**src/rtl/spi_slave_rx_stream.sv**
```systemverilog
`timescale 1ns/1ps
// SPI slave receiver: CPOL/CPHA mode, MSB/LSB order, 1/2/4 lanes, any word width.
// Frames are tracked on chip-select and completed words are queued in a
// first-word-fall-through FIFO with a valid/ready handshake.
module spi_slave_rx_stream #(
  parameter int unsigned P_LANES      = 1,
  parameter int unsigned P_WORD_WIDTH = 8,
  parameter int unsigned P_CPOL       = 0,
  parameter int unsigned P_CPHA       = 0,
  parameter int unsigned P_MSB_FIRST  = 1,
  parameter int unsigned P_FIFO_DEPTH = 16
) (
  input  logic                            clk,
  input  logic                            rst_n,
  input  logic [P_LANES-1:0]              spi_mosi,
  input  logic                            spi_sclk,
  input  logic                            spi_ss_n,
  output logic                            m_valid,
  input  logic                            m_ready,
  output logic [P_WORD_WIDTH-1:0]         m_data,
  output logic                            m_first,
  output logic                            frame_done,
  output logic [15:0]                     frame_words,
  output logic                            err_partial,
  output logic                            overflow,
  input  logic                            ovf_clr,
  output logic [$clog2(P_FIFO_DEPTH):0]   fifo_level
);

  localparam int unsigned LP_CNT_W = $clog2(P_WORD_WIDTH + 1);
  localparam int unsigned LP_AW    = $clog2(P_FIFO_DEPTH);
  localparam int unsigned LP_PW    = LP_AW + 1;
  localparam logic        LP_SCLK_IDLE = (P_CPOL != 0);
  localparam logic [LP_CNT_W-1:0] LP_CNT_LANES = LP_CNT_W'(P_LANES);
  localparam logic [LP_CNT_W-1:0] LP_CNT_WORD  = LP_CNT_W'(P_WORD_WIDTH);
  localparam logic [LP_PW-1:0]    LP_DEPTH     = LP_PW'(P_FIFO_DEPTH);

  typedef enum logic [1:0] {S_IDLE, S_ARMED, S_ACTIVE} state_t;

  // Synchronizer chains
  logic                     r_sclk_s1, r_sclk_s2, r_sclk_d;
  logic                     r_ss_s1, r_ss_s2, r_ss_d;
  logic [P_LANES-1:0]       r_mosi_s1, r_mosi_s2, r_mosi_d;
  logic [1:0]               r_prime;

  state_t                   r_state, w_state_next;

  logic [P_WORD_WIDTH-1:0]  r_shift;
  logic [LP_CNT_W-1:0]      r_bit_cnt;
  logic [15:0]              r_word_cnt;
  logic                     r_first_pending;
  logic                     r_push;
  logic [P_WORD_WIDTH-1:0]  r_push_data;
  logic                     r_push_first;
  logic                     r_frame_done;
  logic [15:0]              r_frame_words;
  logic                     r_err_partial;
  logic                     r_overflow;

  logic [P_WORD_WIDTH-1:0]  r_mem_data [P_FIFO_DEPTH];
  logic                     r_mem_first [P_FIFO_DEPTH];
  logic [LP_PW-1:0]         r_wptr, r_rptr;

  logic                     w_sclk_edge, w_lead, w_trail, w_sample_edge;
  logic                     w_ss_fall, w_ss_rise, w_sample;
  logic [P_WORD_WIDTH-1:0]  w_shift_next;
  logic [LP_CNT_W-1:0]      w_bit_cnt_next;
  logic                     w_word_done;
  logic [LP_PW-1:0]         w_level;
  logic                     w_full, w_empty, w_pop, w_wr, w_drop;

  // Two-flop synchronizers plus one delay flop on every SPI input
  always_ff @(posedge clk or negedge rst_n) begin
    if (!rst_n) begin
      r_sclk_s1 <= LP_SCLK_IDLE;
      r_sclk_s2 <= LP_SCLK_IDLE;
      r_sclk_d  <= LP_SCLK_IDLE;
      r_ss_s1   <= 1'b1;
      r_ss_s2   <= 1'b1;
      r_ss_d    <= 1'b1;
      r_mosi_s1 <= '0;
      r_mosi_s2 <= '0;
      r_mosi_d  <= '0;
    end else begin
      r_sclk_s1 <= spi_sclk;
      r_sclk_s2 <= r_sclk_s1;
      r_sclk_d  <= r_sclk_s2;
      r_ss_s1   <= spi_ss_n;
      r_ss_s2   <= r_ss_s1;
      r_ss_d    <= r_ss_s2;
      r_mosi_s1 <= spi_mosi;
      r_mosi_s2 <= r_mosi_s1;
      r_mosi_d  <= r_mosi_s2;
    end
  end

  // The SS chain resets to 1, so IDLE must not trust it until real input has
  // filled the pipeline; otherwise a CS held low through reset would look like
  // a high-then-low sequence.
  always_ff @(posedge clk or negedge rst_n) begin
    if (!rst_n)              r_prime <= '0;
    else if (r_prime != 2'd3) r_prime <= r_prime + 2'd1;
  end

  assign w_sclk_edge   = r_sclk_s2 ^ r_sclk_d;
  assign w_lead        = w_sclk_edge && (r_sclk_s2 != LP_SCLK_IDLE);
  assign w_trail       = w_sclk_edge && (r_sclk_s2 == LP_SCLK_IDLE);
  assign w_sample_edge = (P_CPHA != 0) ? w_trail : w_lead;
  assign w_ss_fall     = r_ss_d && !r_ss_s2;
  assign w_ss_rise     = !r_ss_d && r_ss_s2;
  assign w_sample      = (r_state == S_ACTIVE) && w_sample_edge && !w_ss_rise;

  generate
    if (P_WORD_WIDTH == P_LANES) begin : g_shift_whole
      assign w_shift_next = r_mosi_d;
    end else if (P_MSB_FIRST != 0) begin : g_shift_msb
      assign w_shift_next = {r_shift[P_WORD_WIDTH-P_LANES-1:0], r_mosi_d};
    end else begin : g_shift_lsb
      assign w_shift_next = {r_mosi_d, r_shift[P_WORD_WIDTH-1:P_LANES]};
    end
  endgenerate

  assign w_bit_cnt_next = r_bit_cnt + LP_CNT_LANES;
  assign w_word_done    = (w_bit_cnt_next == LP_CNT_WORD);

  // State register
  always_ff @(posedge clk or negedge rst_n) begin
    if (!rst_n) r_state <= S_IDLE;
    else        r_state <= w_state_next;
  end

  // Next-state logic: frame tracking on chip-select
  always_comb begin
    w_state_next = r_state;
    case (r_state)
      S_IDLE:   if ((r_prime == 2'd3) && r_ss_s2) w_state_next = S_ARMED;
      S_ARMED:  if (w_ss_fall)                    w_state_next = S_ACTIVE;
      S_ACTIVE: if (w_ss_rise)                    w_state_next = S_ARMED;
      default:                                    w_state_next = S_IDLE;
    endcase
  end

  // Shift register, bit/word counters and frame-end reporting
  always_ff @(posedge clk or negedge rst_n) begin
    if (!rst_n) begin
      r_shift         <= '0;
      r_bit_cnt       <= '0;
      r_word_cnt      <= '0;
      r_first_pending <= 1'b0;
      r_push          <= 1'b0;
      r_push_data     <= '0;
      r_push_first    <= 1'b0;
      r_frame_done    <= 1'b0;
      r_frame_words   <= '0;
      r_err_partial   <= 1'b0;
    end else begin
      r_push        <= 1'b0;
      r_frame_done  <= 1'b0;
      r_err_partial <= 1'b0;
      if ((r_state == S_ARMED) && w_ss_fall) begin
        r_shift         <= '0;
        r_bit_cnt       <= '0;
        r_word_cnt      <= '0;
        r_first_pending <= 1'b1;
      end else if ((r_state == S_ACTIVE) && w_ss_rise) begin
        r_frame_done  <= 1'b1;
        r_frame_words <= r_word_cnt;
        r_err_partial <= (r_bit_cnt != '0);
        r_bit_cnt     <= '0;
      end else if (w_sample) begin
        r_shift <= w_shift_next;
        if (w_word_done) begin
          r_push          <= 1'b1;
          r_push_data     <= w_shift_next;
          r_push_first    <= r_first_pending;
          r_first_pending <= 1'b0;
          r_bit_cnt       <= '0;
          if (r_word_cnt != 16'hFFFF) r_word_cnt <= r_word_cnt + 16'd1;
        end else begin
          r_bit_cnt <= w_bit_cnt_next;
        end
      end
    end
  end

  assign w_level = r_wptr - r_rptr;
  assign w_full  = (w_level == LP_DEPTH);
  assign w_empty = (w_level == '0);
  assign w_pop   = !w_empty && m_ready;
  assign w_wr    = r_push && (!w_full || w_pop);
  assign w_drop  = r_push && w_full && !w_pop;

  // FIFO storage and pointers
  always_ff @(posedge clk or negedge rst_n) begin
    if (!rst_n) begin
      r_wptr <= '0;
      r_rptr <= '0;
      for (int unsigned i = 0; i < P_FIFO_DEPTH; i++) begin
        r_mem_data[i]  <= '0;
        r_mem_first[i] <= 1'b0;
      end
    end else begin
      if (w_wr) begin
        r_mem_data[r_wptr[LP_AW-1:0]]  <= r_push_data;
        r_mem_first[r_wptr[LP_AW-1:0]] <= r_push_first;
        r_wptr <= r_wptr + LP_PW'(1);
      end
      if (w_pop) r_rptr <= r_rptr + LP_PW'(1);
    end
  end

  // Sticky overflow; a new drop takes priority over a clear
  always_ff @(posedge clk or negedge rst_n) begin
    if (!rst_n)       r_overflow <= 1'b0;
    else if (w_drop)  r_overflow <= 1'b1;
    else if (ovf_clr) r_overflow <= 1'b0;
  end

  assign m_valid     = !w_empty;
  assign m_data      = r_mem_data[r_rptr[LP_AW-1:0]];
  assign m_first     = r_mem_first[r_rptr[LP_AW-1:0]];
  assign frame_done  = r_frame_done;
  assign frame_words = r_frame_words;
  assign err_partial = r_err_partial;
  assign overflow    = r_overflow;
  assign fifo_level  = w_level;

endmodule

```
**config.mk**
```make
export PLATFORM = sky130hd
export DESIGN_NAME = spi_slave_rx_stream
export DESIGN_NICKNAME = d
export VERILOG_FILES = /design/src/rtl/spi_slave_rx_stream.sv
export SDC_FILE = /design/constraint.sdc
export NUM_CORES = 1
export LEC_CHECK = 0
export ABC_AREA = 1
export CORE_AREA = 3 3 153 155
export CTS_CLUSTER_SIZE = 30
export DETAILED_ROUTE_END_ITERATION = 6
export DIE_AREA = 0 0 156 158
export DONT_BUFFER_PORTS = 1
export SYNTH_ARGS = -nofsm -noshare
export SYNTH_HDL_FRONTEND = slang
export SYNTH_SLANG_ARGS = --single-unit
export TNS_END_PERCENT = 20
```
**constraint.sdc**
```tcl
create_clock -name clk -period 3 [get_ports clk]
set_input_delay 0.3 -clock clk [delete_from_list [all_inputs] [get_ports clk]]
set_output_delay 0.3 -clock clk [all_outputs]
set_load 0.005 [all_outputs]
```
==> results.txt, run 1 <==
----------------------------------------------------
[Outcome]
  Result of the run ... finished with violations
  Failing checks ... negative hold slack

[Global routing]
  Largest net degree at the start of global routing ... between 200 and 250
  Wire length of the first global-routing pass ... roughly 50 mm
  Initial antenna violation count ... 0
  Total routing resource utilization after global routing ... roughly a quarter
  Vias in the first global route ... 9025
  Congestion Overflow GR ... 0

[STA]
  Max-slew headroom ... a little under a third
  Portion of the clock cycle consumed by the worst path in the final layout ... a little over nine tenths
  Fmax ... ~350 MHz
  Worst hold slack ... -0.538 ns
  Layout Skew ... around 0.015 ns
  Number of hold-slack violations in the final timing report ... between 200 and 250
  Total negative setup slack ... 0 ns
  Min setup slack post-route ... 0.118 ns
  Fin crit period ... 2.88 ns
  Final Max Tran Viols ... 0
  Final setup violating endpoints ... 0
  Unrepaired setup endpoints after global routing ... no
  Slew of the pin with the lowest slew margin ... around 1.0 ns

[Placement]
  Cell Area, Placed ... between 10000 and 15000 um^2
  Placed cell count ... 1578
  RD Place Congestion ... around 0.83
  Placement Setup Slack ... between 0.15 and 0.2 ns
  Detail Placement HPWL ... 18.7 mm
  PortBufs ... 0

[Cells and area]
  Number of nets at the end of the flow ... ~1.4k
  Fill cells ... roughly 2.1k
  Diodes inserted ... 0
  Number of standard cells in the final layout excluding fillers ... 1631
  Final cell utilization of the core ... between 50 and 60%
  Proportion of layout cells with a drive suffix above 1 ... between 8 and 9%
  Layout area overhead ... 11.2%
  Final non-filler cell area ... 12300 um^2

[Critical path]
  Launching point of the worst reg2reg path ... r_wptr[0]
  Data arrival time of the worst path ... between 2 and 3 ns
  R2R setup slack ... 0.24 ns
  Critical Path Start Type ... register
  Max Fanout on Critical Path ... 6
  Data required, critical path ... ~2.7 ns
  Endpoint of the most critical register-to-register path ... r_mem_data[70]
  Setup Crit Path Kind ... register to primary output
  Category of the worst setup path capture point ... primary output
  Crit path from ... r_wptr[0]
  Register-to-Register Path Depth ... 13

[Clocking]
  Clock tree buffer depth ... 3
  CTS root buf ... sky130_fd_sc_hd__clkbuf_16
  CTS tree ... yes
  Latest clock arrival within the worst-skew pair ... 0.54 ns
  Total clock buffers created by CTS ... 26
  Maximum level of the CTS H-tree ... 1
  Total clock sinks ... 224
  Total of hold buffers inserted after clock tree synthesis ... 5
  Clock transition time at the flip-flop clock pins of the worst setup and hold paths ... ~0.060 ns
  Setup fix buffers added after clock tree synthesis ... 0

[Power and ir drop]
  Maximum ir drop on the vdd rail ... ~0.57 mV
  Leak ... a little over 0.006 uW
  Pwr/cell area ... ~520 nW/um^2

[Detailed routing]
  Drt first pass iters ... 5
  Overall via count from detail_route ... approximately 9.4k
  DR vias/cell ... a little under 6
  Routed wire length ... 31.0 mm
  Starting DRT DRC Count ... just over 800
  Post-DR wirelength/cell ... between 15 and 20 um
  # DRC ... 0
  Final antenna-violating net count ... 0

[Floorplanning]
  Initial standard-cell utilization of the core ... 50.4%
  Placeable core region ... 22000 um^2
  Die Ht ... 158 um
  Row Count ... 54
  Die area ... approximately 25000 um^2
  Die W ... roughly 160 um
  Boundary Pins ... 41

[Yosys]
  Synthesized Nets ... 1373
  Total number of yosys warnings ... 0
  Portion of synthesized cell area occupied by the leading cell type ... approximately half
  Area of the mapped netlist ... between 10000 and 15000 um^2
  Gate Count Post-Synth ... roughly 1.4k
  Leading post-synthesis cells by cell area ... sky130_fd_sc_hd__dfrtp_1, sky130_fd_sc_hd__nand2_1, sky130_fd_sc_hd__nand4_1
  Proportion of synthesized chip area in sequential cells ... roughly 51%
  Per-instance average area after synthesis ... 8.19 um^2
  Post-synth top cells ... sky130_fd_sc_hd__nand2_1, sky130_fd_sc_hd__dfrtp_1, sky130_fd_sc_hd__nand4_1
  Library cell with the highest instance count after synthesis ... sky130_fd_sc_hd__nand2_1
  Fraction of synthesis flops using an asynchronous set or reset pin ... between 90% and 100%
  Number of enable flip-flop cells after synthesis ... 0
  Primary flip-flop cell chosen by synthesis mapping ... sky130_fd_sc_hd__dfrtp_1
  Number of distinct library cells after synthesis ... 37
  Post-synthesis register bit count ... between 200 and 250
  Cell accounting for the most synthesized area ... sky130_fd_sc_hd__dfrtp_1

[Worst hold path]
  Class of the worst hold path ... primary input to asynchronous set/reset pin

[Flow run]
  Reported max-cap violation count ... 0

----------------------------------------------------
where the power goes:
group / internal (uW) / total [uW] / switching [uW]
Combinational: 66.9 / 189 / 122
Clock: 1880 / 3140 / 1250
Sequential: 3080 / 3130 / 52.0
Total: 5020 / 6450 / 1430
layout make-up:
class	count	area, um^2	share of cell area, %
well taps	280	350	2.85
inverters	61	229	1.86
multi-input cells	978	4880	39.7
clock inverters	7	71.3	0.579
flip-flops and latches	224	5620	45.6
clock buffers	41	787	6.39
repair buffers	40	375	3.05
routing by layer:
layer	GRT usage, %	share of wire (%)
met1	37.4	45
met2	40.1	46
met3	3.55	5.8
met4	7.36	2.4
met5	0	0
logic make-up after synthesis:
| kind of cell | after synthesis | share of synthesized area [%] |
|---|---|---|
| AND/OR/NAND/NOR | 783 | 32.7 |
| flip-flops | 224 | 50.6 |
| AO/OA/AOI/OAI | 167 | 8.37 |
| buffers and inverters | 150 | 5.47 |
| adder cells (fa/ha/maj) | 14 | 1.65 |
| XOR/XNOR | 13 | 1.03 |
| multiplexers | 1 | 0.102 |
worst max-delay path by stage:
stage                     end  slack [ns]  cells after the start
2_1_floorplan  r_mem_data[87]        0.76                     13
3_3_place_gp   r_mem_data[70]        0.26                     12
3_5_place_dp   r_mem_first[8]        0.16                     12
4_1_cts               m_valid        0.02                      8
5_1_grt             m_data[7]       0.007                      7
6_report              m_valid        0.12                      8
registers in the layout (all words and copies together), names as in the netlist, 2 cells and up:
name	flops
r_word_cnt	16
frame_words	16
r_rptr	5
r_mem_first	16
r_bit_cnt	4
r_prime	2
r_state	2
r_shift	7
r_wptr	5
r_push_data	8
r_mem_data	128
through the flow:
step | hold WS (ns) | power [uW]
after floorplan | 0.00441 | 3310
final | -0.538 | 6450
after global routing | -0.564 | 6700
after CTS | -0.554 | 6520
after detailed placement | 0.0111 | 3360
after global placement | 0.00965 | 3360
layout by cell type, fill, tap and decap left out, types with 2 or more instances in the layout:
cell type / n
sky130_fd_sc_hd__nand4_1: 155
sky130_fd_sc_hd__xnor2_1: 4
sky130_fd_sc_hd__clkbuf_16: 26
sky130_fd_sc_hd__or2_2: 2
sky130_fd_sc_hd__nand3_1: 50
sky130_fd_sc_hd__o22ai_1: 26
sky130_fd_sc_hd__buf_12: 5
sky130_fd_sc_hd__o21ai_1: 10
sky130_fd_sc_hd__clkbuf_1: 7
sky130_fd_sc_hd__nand2_1: 424
sky130_fd_sc_hd__o221ai_1: 8
sky130_fd_sc_hd__buf_4: 30
sky130_fd_sc_hd__nand3_2: 6
sky130_fd_sc_hd__nor2_2: 2
sky130_fd_sc_hd__o211ai_1: 10
sky130_fd_sc_hd__ha_1: 13
sky130_fd_sc_hd__dfrtp_2: 2
sky130_fd_sc_hd__o21ai_0: 107
sky130_fd_sc_hd__dfrtp_1: 218
sky130_fd_sc_hd__dlygate4sd3_1: 5
sky130_fd_sc_hd__nor3_1: 8
sky130_fd_sc_hd__a21oi_1: 4
sky130_fd_sc_hd__clkbuf_8: 8
sky130_fd_sc_hd__nand2_2: 3
sky130_fd_sc_hd__inv_1: 58
sky130_fd_sc_hd__inv_2: 2
sky130_fd_sc_hd__nand3_4: 11
sky130_fd_sc_hd__xor2_1: 9
sky130_fd_sc_hd__nor2_1: 117
sky130_fd_sc_hd__dfstp_2: 3
sky130_fd_sc_hd__nand3b_1: 2
sky130_fd_sc_hd__clkinv_2: 5
worst max-delay path, stage by stage (launching register included):
cell and delay (ns):
sky130_fd_sc_hd__dfrtp_2 0.41, sky130_fd_sc_hd__inv_1 0.11, sky130_fd_sc_hd__ha_1 0.24, sky130_fd_sc_hd__fa_1 0.40, sky130_fd_sc_hd__xor2_1 0.22, sky130_fd_sc_hd__nand3_1 0.15, sky130_fd_sc_hd__nor2_4 0.23, sky130_fd_sc_hd__nand2_2 0.14
sky130_fd_sc_hd__buf_4 0.16
timing repair:
action,in CTS,in global routing
endpoints found under the hold margin,232,224
cloned,0,0
pin swaps,0,1
setup endpoints to repair,1,89
gates resized for setup,1,3
No activity file was read; power rests on OpenSTA's default activity.
==> run 2, diff against run 1 <==
CORE_AREA = 2 2 152 154   (was 3 3 153 155)
DIE_AREA = 0 0 154 156   (was 0 0 156 158)
PLACE_DENSITY_LB_ADDON = 0.08   (was not set)
REMOVE_ABC_BUFFERS = 1   (was not set)
==> run 2 against run 1 <==
  * Die area shrank 2.5%
  * The flow still finishes with violations (negative hold slack)
  * Non-clock buffer count shrank 7
  * Clock power grew 9.9%
  * Sequential share of layout area shrank 0.075 points
  * Largest power group unchanged
  * Setup slack gained 0.039 ns
  * Cell area grew 0.14%
  * Cell count shrank 0.31%
  * Via count shrank 0.87%
  * Utilization shrank 0.94 points
  * Critical path depth is the same
  * Clock-buffer cell count shrank 4
  * Critical endpoint is now m_data[7]
  * Worst hold slack lost 0.0029 ns
==> results.txt, run 2 (synthesized netlist as in run 1, its figures left out) <==
----------------------------------------------------
[Critical path]
  Slowest CP cell ... sky130_fd_sc_hd__dfrtp_2
  Largest incremental delay on the critical path ... 0.43 ns (+0.02 ns)
  Critical Path Start Type ... register
  Data arrival time of the worst path ... 2.54 ns (-0.04 ns)
  Setup Crit Path Kind ... register to primary output
  Max Fanout on Critical Path ... 76 (+70)
  Data required, critical path ... 2.70 ns (about the same)
  List of cells traversed by the critical path ... buf_12 -> inv_2 -> buf_4 -> buf_4 -> nor2_1 -> o21ai_0 -> o211ai_1 -> nand3_1
  Category of the worst setup path capture point ... primary output
  Most common cell on crit path ... sky130_fd_sc_hd__buf_4

[Cells and area]
  Number of nets at the end of the flow ... 1344 (-0.59%)
  Number of standard cells in the final layout excluding fillers ... 1626 (-0.31%)
  Commonest cells after routing, fill and taps aside ... sky130_fd_sc_hd__nand2_1, sky130_fd_sc_hd__dfrtp_1, sky130_fd_sc_hd__nand4_1
  Diodes inserted ... 0 (unchanged)
  Most frequent standard cell in the layout excluding fill and tap cells ... sky130_fd_sc_hd__nand2_1
  Layout area overhead ... 11.3%
  Multi-input gate area ... 4880 um^2 (about the same)
  Register Area ... 5610 um^2 (about the same)
  Final non-filler cell area ... 12300 um^2 (+0.14%)
  Proportion of layout cells with a drive suffix above 1 ... 7.46% (-0.83 points)
  Register with the highest flop count ... r_mem_data
  Flip-flop count of the largest register, all copies and words added ... 128 (unchanged)
  Fill cells ... 2047 (-0.44%)

[Detailed routing]
  Routed wire length ... 30.3 mm (-2.4%)
  DR vias/cell ... 5.75 (-0.57%)
  Drt first pass iters ... 6 (+1)
  Starting DRT DRC Count ... 855 (+6.2%)
  # DRC ... 0 (unchanged)
  Final antenna-violating net count ... 0 (unchanged)
  Post-DR wirelength/cell ... 18.6 um (-2.1%)
  Overall via count from detail_route ... 9342 (-0.87%)

[Power and ir drop]
  Cell internal power dissipation ... 5320 uW (+6.0%)
  Leak ... 0.00612 uW (-0.14%)
  Share of total power in combinational logic ... 2.8% (about the same)
  Pwr/cell area ... 548 nW/um^2 (+4.6%)
  Switching power of the nets ... 1440 uW (+0.59%)
  Clock network fraction of design power ... 51.0% (+2.4 points)
  Sw frac ... 21.3% (-0.89 points)
  Power share of the sequential group ... 46.3% (-2.2 points)
  Post-route total power ... 6760 uW (+4.8%)
  Maximum ir drop on the vdd rail ... 0.477 mV (-17%)

[Clocking]
  Total clock buffers created by CTS ... 25 (-3.8%)
  Total clock sinks ... 224 (unchanged)
  Total of hold buffers inserted after clock tree synthesis ... 5 (unchanged)
  Clock tree buffer depth ... 3 (unchanged)
  Clock transition time at the flip-flop clock pins of the worst setup and hold paths ... 0.06 ns (about the same)
  CTS tree ... yes
  Latest clock arrival within the worst-skew pair ... 0.54 ns (about the same)
  Maximum level of the CTS H-tree ... 1 (unchanged)
  CTS root buf ... sky130_fd_sc_hd__clkbuf_16

[Floorplanning]
  Die area ... 24000 um^2 (-2.5%)
  Placeable core region ... 22400 um^2 (+1.9%)
  Die W ... 154 um (-1.3%)
  Initial standard-cell utilization of the core ... 49.5% (-0.92 points)
  Boundary Pins ... 41 (unchanged)
  Row Count ... 55 (+1.9%)
  Die Ht ... 156 um (-1.3%)

[STA]
  Unrepaired setup endpoints after global routing ... no
  Layout Skew ... 0.0178 ns (+0.00238 ns)
  Fmax ... 352 MHz (+1.4%)
  Portion of the clock cycle consumed by the worst path in the final layout ... 94.7% (-1.3 points)
  Fin crit period ... 2.84 ns (-0.0395 ns)
  Final Max Tran Viols ... 0 (unchanged)
  Min setup slack post-route ... 0.158 ns (+0.0395 ns)
  Worst hold slack ... -0.541 ns (-0.00293 ns)
  Max-slew headroom ... 32.0% (+0.19 points)
  Slew of the pin with the lowest slew margin ... 1.02 ns (-0.00290 ns)
  Final setup violating endpoints ... 0 (unchanged)
  Number of hold-slack violations in the final timing report ... 224 (-0.44%)

[Outcome]
  Failing checks ... negative hold slack
  Result of the run ... finished with violations

[Placement]
  RD Place Congestion ... 0.866 (+4.0%)
  Placement Setup Slack ... 0.295 ns (+0.136 ns)
  Detail Placement HPWL ... 19.0 mm (+1.6%)
  Cell Area, Placed ... 11300 um^2 (-0.47%)
  Placed cell count ... 1575 (-0.19%)
  PortBufs ... 0 (unchanged)

[Global routing]
  Vias in the first global route ... 8915 (-1.2%)
  Largest net degree at the start of global routing ... 225 (unchanged)
  Initial antenna violation count ... 0 (unchanged)
  Wire length of the first global-routing pass ... 49.4 mm (-2.5%)
  Total routing resource utilization after global routing ... 25.7% (+0.10 points)
  Congestion Overflow GR ... 0 (unchanged)

[Flow run]
  Reported max-cap violation count ... 0 (unchanged)

[Worst hold path]
  Class of the worst hold path ... primary input to asynchronous set/reset pin

----------------------------------------------------
-- run 2: cell types whose count changed in the layout (fill, tap and decap cells not counted) --
cell,before,now
sky130_fd_sc_hd__buf_4,30,23
sky130_fd_sc_hd__bufinv_16,1,6
sky130_fd_sc_hd__clkbuf_16,26,25
sky130_fd_sc_hd__clkbuf_8,8,5
sky130_fd_sc_hd__clkinv_2,5,1
sky130_fd_sc_hd__clkinv_8,1,0
sky130_fd_sc_hd__dfrtp_1,218,219
sky130_fd_sc_hd__dfrtp_2,2,1
sky130_fd_sc_hd__inv_16,0,1
sky130_fd_sc_hd__nor2_1,117,118
sky130_fd_sc_hd__nor2_2,2,1
-- run 2: final cells by class --
cell class,count,share of cell area [%]
Clock buffer,37,5.84
Inverter,61,1.86
Clock inverter,8,1.66
Timing Repair Buffer,33,2.62
Sequential cell,224,45.5
Multi-Input combinational cell,978,39.6
Tap cell,285,2.89
-- run 2: power groups by stage --
stage                     logic (uW)  registers, uW  clock network, uW
after floorplan                  139           3170                  0
after global placement           178           3180                  0
after detailed placement         184           3180                  0
after CTS                        191           3130               3510
after global routing             217           3130               3620
final                            187           3130               3450
-- run 2: stage by stage --
step	TNS, ns	util, %
global placement	0	50.7
detailed placement	0	50.7
finish	0	55.1
CTS	0	55.1
floorplan	-232.29	-
global route	0	55.1
-- run 2: final timing paths --
| check | from | end | slack [ns] | depth (start not counted) |
|---|---|---|---|---|
| worst max-delay path | r_rptr[0] | m_data[7] | 0.16 | 8 |
| worst min-delay path | rst_n | r_mem_data[36] | -0.54 | 0 |
| worst max register to register | r_wptr[0] | r_mem_data[54] | 0.25 | 12 |
| worst min register to register | r_mosi_s1 | r_mosi_s2 | 0.35 | 0 |
| max in group asynchronous | rst_n | r_push | 3.12 | 0 |
| min in group clk | m_ready | overflow | 0.05 | 3 |
-- run 2: critical path: cells and delay by family, from the launching register on --
family | cells | cell delay, ns
AOI/OAI and AO/OA | 2 | 0.45
buffers and inverters | 4 | 0.85
DFF | 1 | 0.43
and+or+nand+nor | 2 | 0.23
-- run 2: what timing repair did --
action / CTS / global route
endpoints found under the hold margin: 232 / 224
setup buffers: 0 / 1
pin swaps: 0 / 1
setup endpoints to repair: 1 / 1
gates resized for setup: 1 / 1
-- run 2: per-layer routing --
| layer | vias to the layer above | part of all wire (%) | track usage (%) |
|---|---|---|---|
| met4 | 0 | 3.3 | 8.41 |
| li1 | 4535 | - | - |
| met1 | 4461 | 46 | 36.8 |
| met3 | 70 | 5.2 | 3.47 |
| met5 | - | 0 | 0 |
| met2 | 276 | 46 | 40.7 |
